**src/rtl/chaser_mode_ctrl_if.sv**
```systemverilog
// Button-to-configuration bundle between the chaser mode controller and its
// surroundings. The slave side is the controller; the master side drives the
// raw buttons and consumes the chaser configuration.
interface chaser_mode_ctrl_if;
  logic       btn_next_raw;
  logic       btn_adj_raw;
  logic [2:0] speed_sel;
  logic       tail_en;
  logic       direction;
  logic       led_invert;
  logic [1:0] field_sel;
  logic       cfg_changed;

  modport master (
    output btn_next_raw,
    output btn_adj_raw,
    input  speed_sel,
    input  tail_en,
    input  direction,
    input  led_invert,
    input  field_sel,
    input  cfg_changed
  );

  modport slave (
    input  btn_next_raw,
    input  btn_adj_raw,
    output speed_sel,
    output tail_en,
    output direction,
    output led_invert,
    output field_sel,
    output cfg_changed
  );
endinterface

```
**src/rtl/chaser_mode_ctrl.sv**
```systemverilog
// Two-button mode controller for the 7-segment chaser/fader.
// "next" walks the field selector (SPEED -> TAIL -> DIR -> INV), "adjust"
// changes the selected field. Both buttons are synchronised and debounced.
// Optional build macro CHASER_MODE_CTRL_AUTO_REPEAT_EN adds auto-repeat of a
// held adjust button every 2^REPEAT_WIDTH cycles.
module chaser_mode_ctrl #(
  parameter int unsigned DEBOUNCE_WIDTH = 12,
  parameter int unsigned REPEAT_WIDTH   = 16,
  parameter logic [2:0]  SPEED_RESET    = 3'd4
) (
  input logic               clk,
  input logic               reset,
  chaser_mode_ctrl_if.slave bus_io
);

  localparam int unsigned BtnNext = 0;
  localparam int unsigned BtnAdj  = 1;

  typedef enum logic [1:0] {
    StSpeed = 2'd0,
    StTail  = 2'd1,
    StDir   = 2'd2,
    StInv   = 2'd3
  } field_e;

  logic [1:0]                raw;
  logic [1:0]                s1_q, s2_q;
  logic [1:0]                stable_q, stable_d;
  logic [1:0]                prev_q;
  logic [DEBOUNCE_WIDTH-1:0] cnt_q [2];
  logic [DEBOUNCE_WIDTH-1:0] cnt_d [2];

  logic next_evt;
  logic adj_press;
  logic adj_evt;
  logic adj_apply;

  field_e     field_q;
  logic [2:0] speed_q;
  logic       tail_q;
  logic       dir_q;
  logic       inv_q;
  logic       apply_q;
  logic       cfg_changed_q;

  assign raw = {bus_io.btn_adj_raw, bus_io.btn_next_raw};

  // Debounce next-state: count while the synchronised level disagrees with
  // the accepted level; accept it once the counter has saturated.
  always_comb begin
    for (int i = 0; i < 2; i++) begin
      stable_d[i] = stable_q[i];
      cnt_d[i]    = '0;
      if (s2_q[i] != stable_q[i]) begin
        if (cnt_q[i] == {DEBOUNCE_WIDTH{1'b1}}) begin
          stable_d[i] = s2_q[i];
        end else begin
          cnt_d[i] = cnt_q[i] + 1'b1;
        end
      end
    end
  end

  // Synchronisers, debounce state and previous-level registers.
  always_ff @(posedge clk or posedge reset) begin
    if (reset) begin
      s1_q     <= '0;
      s2_q     <= '0;
      stable_q <= '0;
      prev_q   <= '0;
      cnt_q[0] <= '0;
      cnt_q[1] <= '0;
    end else begin
      s1_q     <= raw;
      s2_q     <= s1_q;
      stable_q <= stable_d;
      prev_q   <= stable_q;
      cnt_q[0] <= cnt_d[0];
      cnt_q[1] <= cnt_d[1];
    end
  end

  assign next_evt  = stable_q[BtnNext] & ~prev_q[BtnNext];
  assign adj_press = stable_q[BtnAdj] & ~prev_q[BtnAdj];

`ifdef CHASER_MODE_CTRL_AUTO_REPEAT_EN
  logic [REPEAT_WIDTH-1:0] rpt_q;
  logic                    rpt_hold;
  logic                    rpt_evt;

  // Counting starts the cycle after the press event so repeats land exactly
  // 2^REPEAT_WIDTH cycles apart, including the first one.
  assign rpt_hold = stable_q[BtnAdj] & prev_q[BtnAdj];
  assign rpt_evt  = rpt_hold & (rpt_q == {REPEAT_WIDTH{1'b1}});

  // Hold counter for auto-repeat; wraps naturally from all-ones to zero.
  always_ff @(posedge clk or posedge reset) begin
    if (reset) begin
      rpt_q <= '0;
    end else if (!rpt_hold || next_evt) begin
      rpt_q <= '0;
    end else begin
      rpt_q <= rpt_q + 1'b1;
    end
  end

  assign adj_evt = adj_press | rpt_evt;
`else
  logic unused_repeat_width;
  assign unused_repeat_width = ^REPEAT_WIDTH;
  assign adj_evt = adj_press;
`endif

  // Next has priority; a coincident adjust is dropped, not queued.
  assign adj_apply = adj_evt & ~next_evt;

  // Field FSM and configuration registers; cfg_changed trails the change by one.
  always_ff @(posedge clk or posedge reset) begin
    if (reset) begin
      field_q       <= StSpeed;
      speed_q       <= SPEED_RESET;
      tail_q        <= 1'b1;
      dir_q         <= 1'b1;
      inv_q         <= 1'b0;
      apply_q       <= 1'b0;
      cfg_changed_q <= 1'b0;
    end else begin
      apply_q       <= adj_apply;
      cfg_changed_q <= apply_q;
      if (next_evt) begin
        unique case (field_q)
          StSpeed: field_q <= StTail;
          StTail:  field_q <= StDir;
          StDir:   field_q <= StInv;
          StInv:   field_q <= StSpeed;
        endcase
      end else if (adj_evt) begin
        unique case (field_q)
          StSpeed: speed_q <= speed_q + 3'd1;
          StTail:  tail_q  <= ~tail_q;
          StDir:   dir_q   <= ~dir_q;
          StInv:   inv_q   <= ~inv_q;
        endcase
      end
    end
  end

  assign bus_io.speed_sel   = speed_q;
  assign bus_io.tail_en     = tail_q;
  assign bus_io.direction   = dir_q;
  assign bus_io.led_invert  = inv_q;
  assign bus_io.field_sel   = field_q;
  assign bus_io.cfg_changed = cfg_changed_q;

endmodule
```
**src/flat_wrapper.sv**
```systemverilog
// flat-port wrapper written by rule: the top's interface ports become plain ports
module chaser_mode_ctrl_flat 
#(
  parameter int unsigned DEBOUNCE_WIDTH = 12,
  parameter int unsigned REPEAT_WIDTH   = 16,
  parameter logic [2:0]  SPEED_RESET    = 3'd4
)
  (clk, reset, bus_io_btn_next_raw, bus_io_btn_adj_raw, bus_io_speed_sel, bus_io_tail_en, bus_io_direction, bus_io_led_invert, bus_io_field_sel, bus_io_cfg_changed);
  chaser_mode_ctrl_if bus_io_i ();
  input logic clk;
  input logic reset;
  input wire logic [$bits(bus_io_i.btn_next_raw)-1:0] bus_io_btn_next_raw;
  input wire logic [$bits(bus_io_i.btn_adj_raw)-1:0] bus_io_btn_adj_raw;
  output wire logic [$bits(bus_io_i.speed_sel)-1:0] bus_io_speed_sel;
  output wire logic [$bits(bus_io_i.tail_en)-1:0] bus_io_tail_en;
  output wire logic [$bits(bus_io_i.direction)-1:0] bus_io_direction;
  output wire logic [$bits(bus_io_i.led_invert)-1:0] bus_io_led_invert;
  output wire logic [$bits(bus_io_i.field_sel)-1:0] bus_io_field_sel;
  output wire logic [$bits(bus_io_i.cfg_changed)-1:0] bus_io_cfg_changed;
  assign bus_io_i.btn_next_raw = bus_io_btn_next_raw;
  assign bus_io_i.btn_adj_raw = bus_io_btn_adj_raw;
  assign bus_io_speed_sel = bus_io_i.speed_sel;
  assign bus_io_tail_en = bus_io_i.tail_en;
  assign bus_io_direction = bus_io_i.direction;
  assign bus_io_led_invert = bus_io_i.led_invert;
  assign bus_io_field_sel = bus_io_i.field_sel;
  assign bus_io_cfg_changed = bus_io_i.cfg_changed;
  chaser_mode_ctrl #(.DEBOUNCE_WIDTH(DEBOUNCE_WIDTH), .REPEAT_WIDTH(REPEAT_WIDTH), .SPEED_RESET(SPEED_RESET)) u_core (.clk(clk), .reset(reset), .bus_io(bus_io_i));
endmodule
```
**config.mk**
```make
export PLATFORM = sky130hd
export DESIGN_NAME = chaser_mode_ctrl_flat
export DESIGN_NICKNAME = d
export VERILOG_FILES = /design/src/rtl/chaser_mode_ctrl_if.sv /design/src/rtl/chaser_mode_ctrl.sv /design/src/flat_wrapper.sv
export SDC_FILE = /design/constraint.sdc
export NUM_CORES = 1
export LEC_CHECK = 0
export ABC_AREA = 1
export BUFFER_PORTS_ARGS = -buffer_cell sky130_fd_sc_hd__buf_2
export CAP_MARGIN = 0
export CORE_AREA = 2 2 64 66
export DETAILED_ROUTE_END_ITERATION = 6
export DIE_AREA = 0 0 66 68
export GPL_TIMING_DRIVEN = 1
export PLACE_DENSITY = 0.84
export SYNTH_ARGS = -nofsm -noshare
export SYNTH_HDL_FRONTEND = slang
export SYNTH_SLANG_ARGS = --single-unit
```
**constraint.sdc**
```tcl
create_clock -name clk -period 1.2 [get_ports clk]
set_input_delay 0.06 -clock clk [delete_from_list [all_inputs] [get_ports clk]]
set_output_delay 0.06 -clock clk [all_outputs]
set_load 0.03 [all_outputs]
```
==> results of run 1 <==
## metal layers
metal	share of wire	wire length, um
met3	0.032	117
met4	0.010	37
met2	0.51	1860
met5	0	0
met1	0.45	1660
## cells in the mapped netlist
| cell | count |
|---|---|
| a21oi_1 | 7 |
| dfrtp_1 | 39 |
| dfstp_2 | 3 |
| ha_1 | 7 |
| inv_1 | 22 |
| inv_2 | 1 |
| nand2_1 | 47 |
| nand2_2 | 6 |
| nand3_1 | 12 |
| nand3_2 | 3 |
| nand4_1 | 4 |
| nor2_1 | 32 |
| nor2_2 | 4 |
| nor2_4 | 5 |
| nor3b_1 | 1 |
| nor3b_2 | 1 |
| o21ai_0 | 3 |
| o21ai_1 | 2 |
| xnor2_1 | 8 |
| xor2_1 | 5 |
| xor2_2 | 1 |
## layout make-up
cell class,count,area (um^2)
fillers,297,1370
flip-flops and latches,42,1060
multi-input cells,148,973
inverters,23,86.3
clock buffers,6,72.6
clock inverters,2,37.5
well taps,50,62.6
repair buffers,26,196
## cells by family after synthesis
kind of cell,Yosys count,share of synthesized area
and+or+nand+nor,115,0.280
xor gates and xnor gates,14,0.0661
adders and majority gates,7,0.0445
buffers and inverters,23,0.0438
DFF,42,0.536
AOI/OAI and AO/OA,12,0.0305
## metrics by stage
stage / cell area (um^2) / setup TNS (ns) / cells / hold slack, ns / setup slack (ns)
after floorplan: 1970 / 0 / 213 / 0.0914 / 0.00900
after global placement: 2140 / -0.000949 / 280 / 0.128 / -0.000949
after detailed placement: 2140 / -0.766 / 280 / 0.133 / -0.0614
after CTS: 2350 / 0 / 294 / 0.349 / 0.00116
after global routing: 2490 / -1.17 / 297 / 0.362 / -0.0980
final: 2490 / -0.126 / 297 / 0.352 / -0.0330
## final timing paths
| check | end | from | depth (start not counted) | slack (ns) |
|---|---|---|---|---|
| worst max-delay path | u_core.cnt_q[10]$_DFF_PP0_ | u_core.cnt_q[1]$_DFF_PP0_ | 7 | -0.03 |
| worst min-delay path | u_core.s2_q[0]$_DFF_PP0_ | u_core.s1_q[0]$_DFF_PP0_ | 0 | 0.35 |
| worst max register to register | u_core.cnt_q[10]$_DFF_PP0_ | u_core.cnt_q[1]$_DFF_PP0_ | 7 | -0.03 |
| worst min register to register | u_core.s2_q[0]$_DFF_PP0_ | u_core.s1_q[0]$_DFF_PP0_ | 0 | 0.35 |
| max in group asynchronous | u_core.bus_io.tail_en$_DFFE_PP1P_ | reset | 4 | 0.57 |
| min in group asynchronous | u_core.prev_q[0]$_DFF_PP0_ | reset | 4 | 0.36 |
## power breakdown
| part | internal [mW] | switching [mW] | total (mW) |
|---|---|---|---|
| Clock | 0.621 | 0.498 | 1.12 |
| Combinational | 0.0676 | 0.0839 | 0.151 |
| Sequential | 1.44 | 0.0248 | 1.46 |
## critical path: stages, from the launching register on
cell and delay (ns):
dfrtp_1 0.38, ha_2 0.19, nand2_2 0.07, nor2_4 0.20
buf_6 0.13, nand2_4 0.04, nand2_2 0.07, a21oi_2 0.05
## what timing repair did
action,CTS,global route
endpoints found under the setup margin,17,25
hold buffers,3,0
hold endpoints to repair,41,0
buffers inserted,3,3
resized for setup,9,27
pin swaps,5,12
## flip-flops by register name, summed over array words and instances, names as in the netlist
signal and count:
u_core.stable_q 2, u_core.s1_q 2, u_core.bus_io.cfg_changed 1, u_core.bus_io.direction 1
u_core.s2_q 2, u_core.apply_q 1, u_core.prev_q 2, u_core.bus_io.led_invert 1
u_core.cnt_q 24, u_core.bus_io.tail_en 1, u_core.bus_io.speed_sel 3, u_core.bus_io.field_sel 2
==> summary.md, run 1 <==
| Metric | Value |
|---|---|
| Max-cap viol count | 0 |
| H-tree depth | 2 |
| Netlist cell types | 21 |
| First-pass GRT wire length | 5770 um |
| Starting Density | 0.511 |
| RSZ-0062 raised after global routing | yes |
| Clock Skews | 0.00924 ns |
| Core Rows | 23 |
| Worst-path fanout max | 5 |
| Synth Register Bits | 42 |
| Headroom to the max-slew limit | 0.829 |
| Cell taking the most area after synthesis | dfrtp_1 |
| Top cell type's share of synthesized area | 0.496 |
| Fraction of layout cells with a size suffix above 1 | 0.304 |
| Final Cycle Share | 1.03 |
| Clock latency on the worst-skew pair | 0.30 ns |
| Antenna-violating nets left | 0 |
| Wirelength per Cell | 12.4 um |
| Clk root buf | clkbuf_8 |
| Status | finished, violations left |
| Total power | 2.73 mW |
| GRT overflow | 0 |
| Most frequent cells in the layout | nand2_1, dfrtp_1, nor2_1 |
| Diodes inserted | 0 |
| Synth Warn # | 0 |
| VDD IR-drop max | 0.835 mV |
| Chip width | 66 um |
| DRC violations left | 0 |
| M2 GR Usage | 0.289 |
| Final Hold Fails | 0 |
| Vias per cell | 4.92 |
| WS Path Type | reg -> reg |
| Die ar. | 0.00449 mm^2 |
| Antenna violations before repair | 0 |
| Leakage | 1.12 nW |
| GPL Wtd Cong | 0.801 |
| Total CTS buffers | 5 |
| Fin crit period | 1.23 ns |
| # IOs | 13 |
| CP Launch Type | register |
| GR peak layer | met2 |
| Fmax | 811 MHz |
| Largest net degree at the start of global routing | 43 |
| Mean post-synth cell area | 9.25 um^2 |
| Drt pass-1 iters | 4 |
| Vias in the first global route | 1,338 |
| Port bufs | 12 |
| Final nets | 257 |
| Met1 Use GR | 0.213 |
| Post-layout util | 0.645 |
| Register area share after synthesis | 0.536 |
| Worst-Margin Slew | 0.256 ns |
| Core area | 0.00386 mm^2 |
| CTS tree | yes |
| Worst EP required | 1.40 ns |
| Worst Path Arrival | 1.43 ns |
| Crit end category | register |
| First-iteration detailed-routing DRC count | 90 |
| Endpoints failing setup | 10 |
| PwrDens | 1100 mW/mm^2 |
| Top post-synthesis cells by area | dfrtp_1, nand2_1, nor2_1 |
| Vert. Die Dim | 68 um |
| Synth Instances | 213 |
| Vias | 1,460 |
| Net count after synthesis | 224 |
| Hold Crit Class | reg -> reg |
| CTS clk-pin slew, worst paths | 0.09 ns |
| Clock tree buffer depth | 2 |
| Final wirelength | 3680 um |
| Most common cell after layout, fill and taps aside | nand2_1 |
| Violated checks | setup timing |
| GR Util All Layers | 0.171 |
| Final WS setup | -0.0330 ns |
| M3 GR Usage | 0.0444 |
| Final Max Slew Viols | 0 |
| Clk sink count | 42 |
| Final HPWL DP | 2410 um |
| Post-Syn Area | 0.00197 mm^2 |
| Synth-to-layout area growth | 26.2% |
No activity file was read; power rests on OpenSTA's default activity.
==> inputs of run 2 (changes only) <==
--- a/config.mk
+++ b/config.mk
@@ -16,3 +16,4 @@
 export SYNTH_ARGS = -nofsm -noshare
 export SYNTH_HDL_FRONTEND = slang
 export SYNTH_SLANG_ARGS = --single-unit
+export TNS_END_PERCENT = 30
==> run 2 against run 1 <==
Effect of this change: the flow still finishes with violations (setup timing); clock power about the same; final area down 1.8%; power down 0.87%; global-route usage unchanged; flip-flop and latch count unchanged; non-clock buffer count down 1; core utilization down 1.2 points; critical path type unchanged; largest cell class unchanged.
==> summary.md, run 2 (synthesized netlist as in run 1, its figures left out) <==
| Metric | Value |
|---|---|
| Final Cycle Share | 1.01 |
| Hold Crit Class | reg -> reg |
| Crit Reg-Reg Startpoint | u_core.cnt_q[1]$_DFF_PP0_ |
| GRT overflow | 0 |
| Fraction of layout cells with a size suffix above 1 | 0.280 |
| Clock share of power | 0.409 |
| DRC violations left | 0 |
| Most frequent cells in the layout | nand2_1, dfrtp_1, nor2_1 |
| P_sw | 0.589 mW |
| CTS clk-pin slew, worst paths | 0.08 ns |
| Clock latency on the worst-skew pair | 0.30 ns |
| Wirelength per Cell | 12.0 um |
| Final wirelength | 3550 um |
| Antenna-violating nets left | 0 |
| Status | finished, violations left |
| Vias per cell | 4.88 |
| CTS tree | yes |
| First-iteration detailed-routing DRC count | 76 |
| Violated checks | setup timing |
| PwrDens | 1110 mW/mm^2 |
| Pint | 2.12 mW |
| Clk sink count | 42 |
| Final Max Slew Viols | 0 |
| Crit end category | register |
| Vert. Die Dim | 68 um |
| Comb pwr share | 0.052 |
| Diodes inserted | 0 |
| Vias | 1,444 |
| First-pass GRT wire length | 5770 um |
| Fmax | 822 MHz |
| CP startpoint | u_core.cnt_q[1]$_DFF_PP0_ |
| Placed Instances | 280 |
| Fin crit period | 1.22 ns |
| Final HPWL DP | 2410 um |
| Worst EP required | 1.40 ns |
| Endpoints failing setup | 4 |
| GR Util All Layers | 0.171 |
| Chip width | 66 um |
| Worst-Margin Slew | 0.291 ns |
| RSZ-0062 raised after global routing | yes |
| Total power | 2.71 mW |
| Switching Share | 0.217 |
| Clk root buf | clkbuf_8 |
| Final WS setup | -0.0170 ns |
| Sequential share of power | 0.539 |
| Core Rows | 23 |
| Die ar. | 0.00449 mm^2 |
| Max reg flops | 24 |
| Clock Skews | 0.00968 ns |
| Core area | 0.00386 mm^2 |
| CP Launch Type | register |
| Biggest register | u_core.cnt_q |
| VDD IR-drop max | 0.834 mV |
| Vias in the first global route | 1,338 |
| Leakage | 1.11 nW |
| GPL Wtd Cong | 0.801 |
| Fin cells | 296 |
| Sum Neg Setup Slack | -0.0437 ns |
| Final nets | 256 |
| Drt pass-1 iters | 4 |
| Total CTS buffers | 5 |
| Post-layout util | 0.633 |
| Antenna violations before repair | 0 |
| Worst Path Arrival | 1.41 ns |
| Synth-to-layout area growth | 24.0% |
| # IOs | 13 |
| Max-cap viol count | 0 |
| Hold Crit Start | u_core.s1_q[0]$_DFF_PP0_ |
| WS Path Type | reg -> reg |
| Final Hold Fails | 0 |
| Worst-path fanout max | 5 |
| H-tree depth | 2 |
| Largest net degree at the start of global routing | 43 |
| Starting Density | 0.511 |
| Most common cell after layout, fill and taps aside | nand2_1 |
| Headroom to the max-slew limit | 0.806 |
| Clock tree buffer depth | 2 |
| Port bufs | 12 |
## run 2: final timing paths
kind	endpoint	slack [ns]	depth (start not counted)
min reg2reg	u_core.s2_q[0]$_DFF_PP0_	0.35	0
max in group asynchronous	u_core.bus_io.tail_en$_DFFE_PP1P_	0.57	4
max	u_core.cnt_q[10]$_DFF_PP0_	-0.02	7
min in group asynchronous	u_core.bus_io.field_sel[0]$_DFFE_PP0P_	0.37	4
max reg2reg	u_core.cnt_q[10]$_DFF_PP0_	-0.02	7
min	u_core.s2_q[0]$_DFF_PP0_	0.35	0
## run 2: what timing repair did
item / 4_1_cts / 5_1_grt
pin swaps: 5 / 12
hold buffers: 3 / 0
gates resized for setup: 9 / 19
setup buffers: 3 / 2
setup endpoints to repair: 17 / 25
hold endpoints to repair: 41 / 0
## run 2: critical path, cell delays in order (launching register included)
cell     delay, ns
dfrtp_1       0.38
ha_2          0.19
nand2_2       0.07
nor2_4        0.19
buf_6         0.13
nand2_4       0.04
nand2_2       0.06
a21oi_2       0.05
## run 2: layer usage
layer  vias up  GRT usage  part of all wire
li1        724          -                 -
met1       698      0.213              0.46
met2        18      0.289              0.50
met3         4     0.0444             0.028
met4         0     0.0612             0.010
met5         -          0                 0
## run 2: stage by stage
stage / hold slack (ns) / worst slack [ns] / area [um^2]
after floorplan: 0.0914 / 0.00900 / 1970
after detailed placement: 0.133 / -0.0614 / 2140
after global routing: 0.362 / -0.0747 / 2440
final: 0.352 / -0.0170 / 2440
after global placement: 0.128 / -0.000949 / 2140
after CTS: 0.349 / 0.00116 / 2350
## run 2: cell type report
cell class | instances | area (um^2)
sequential | 42 | 1060
tap | 50 | 62.6
inverter | 23 | 86.3
timing repair buffer | 25 | 189
multi-input combinational | 148 | 937
clock buffer | 6 | 72.6
clock inverter | 2 | 37.5
fill | 316 | 1420
## run 2: power groups by stage
| stage | clock (mW) | sequential (mW) | combinational (mW) |
|---|---|---|---|
| 3_5_place_dp | 0 | 1.48 | 0.117 |
| 4_1_cts | 1.14 | 1.46 | 0.134 |
| 6_report | 1.11 | 1.46 | 0.142 |
| 3_3_place_gp | 0 | 1.48 | 0.113 |
| 5_1_grt | 1.19 | 1.46 | 0.161 |
| 2_1_floorplan | 0 | 1.48 | 0.0676 |
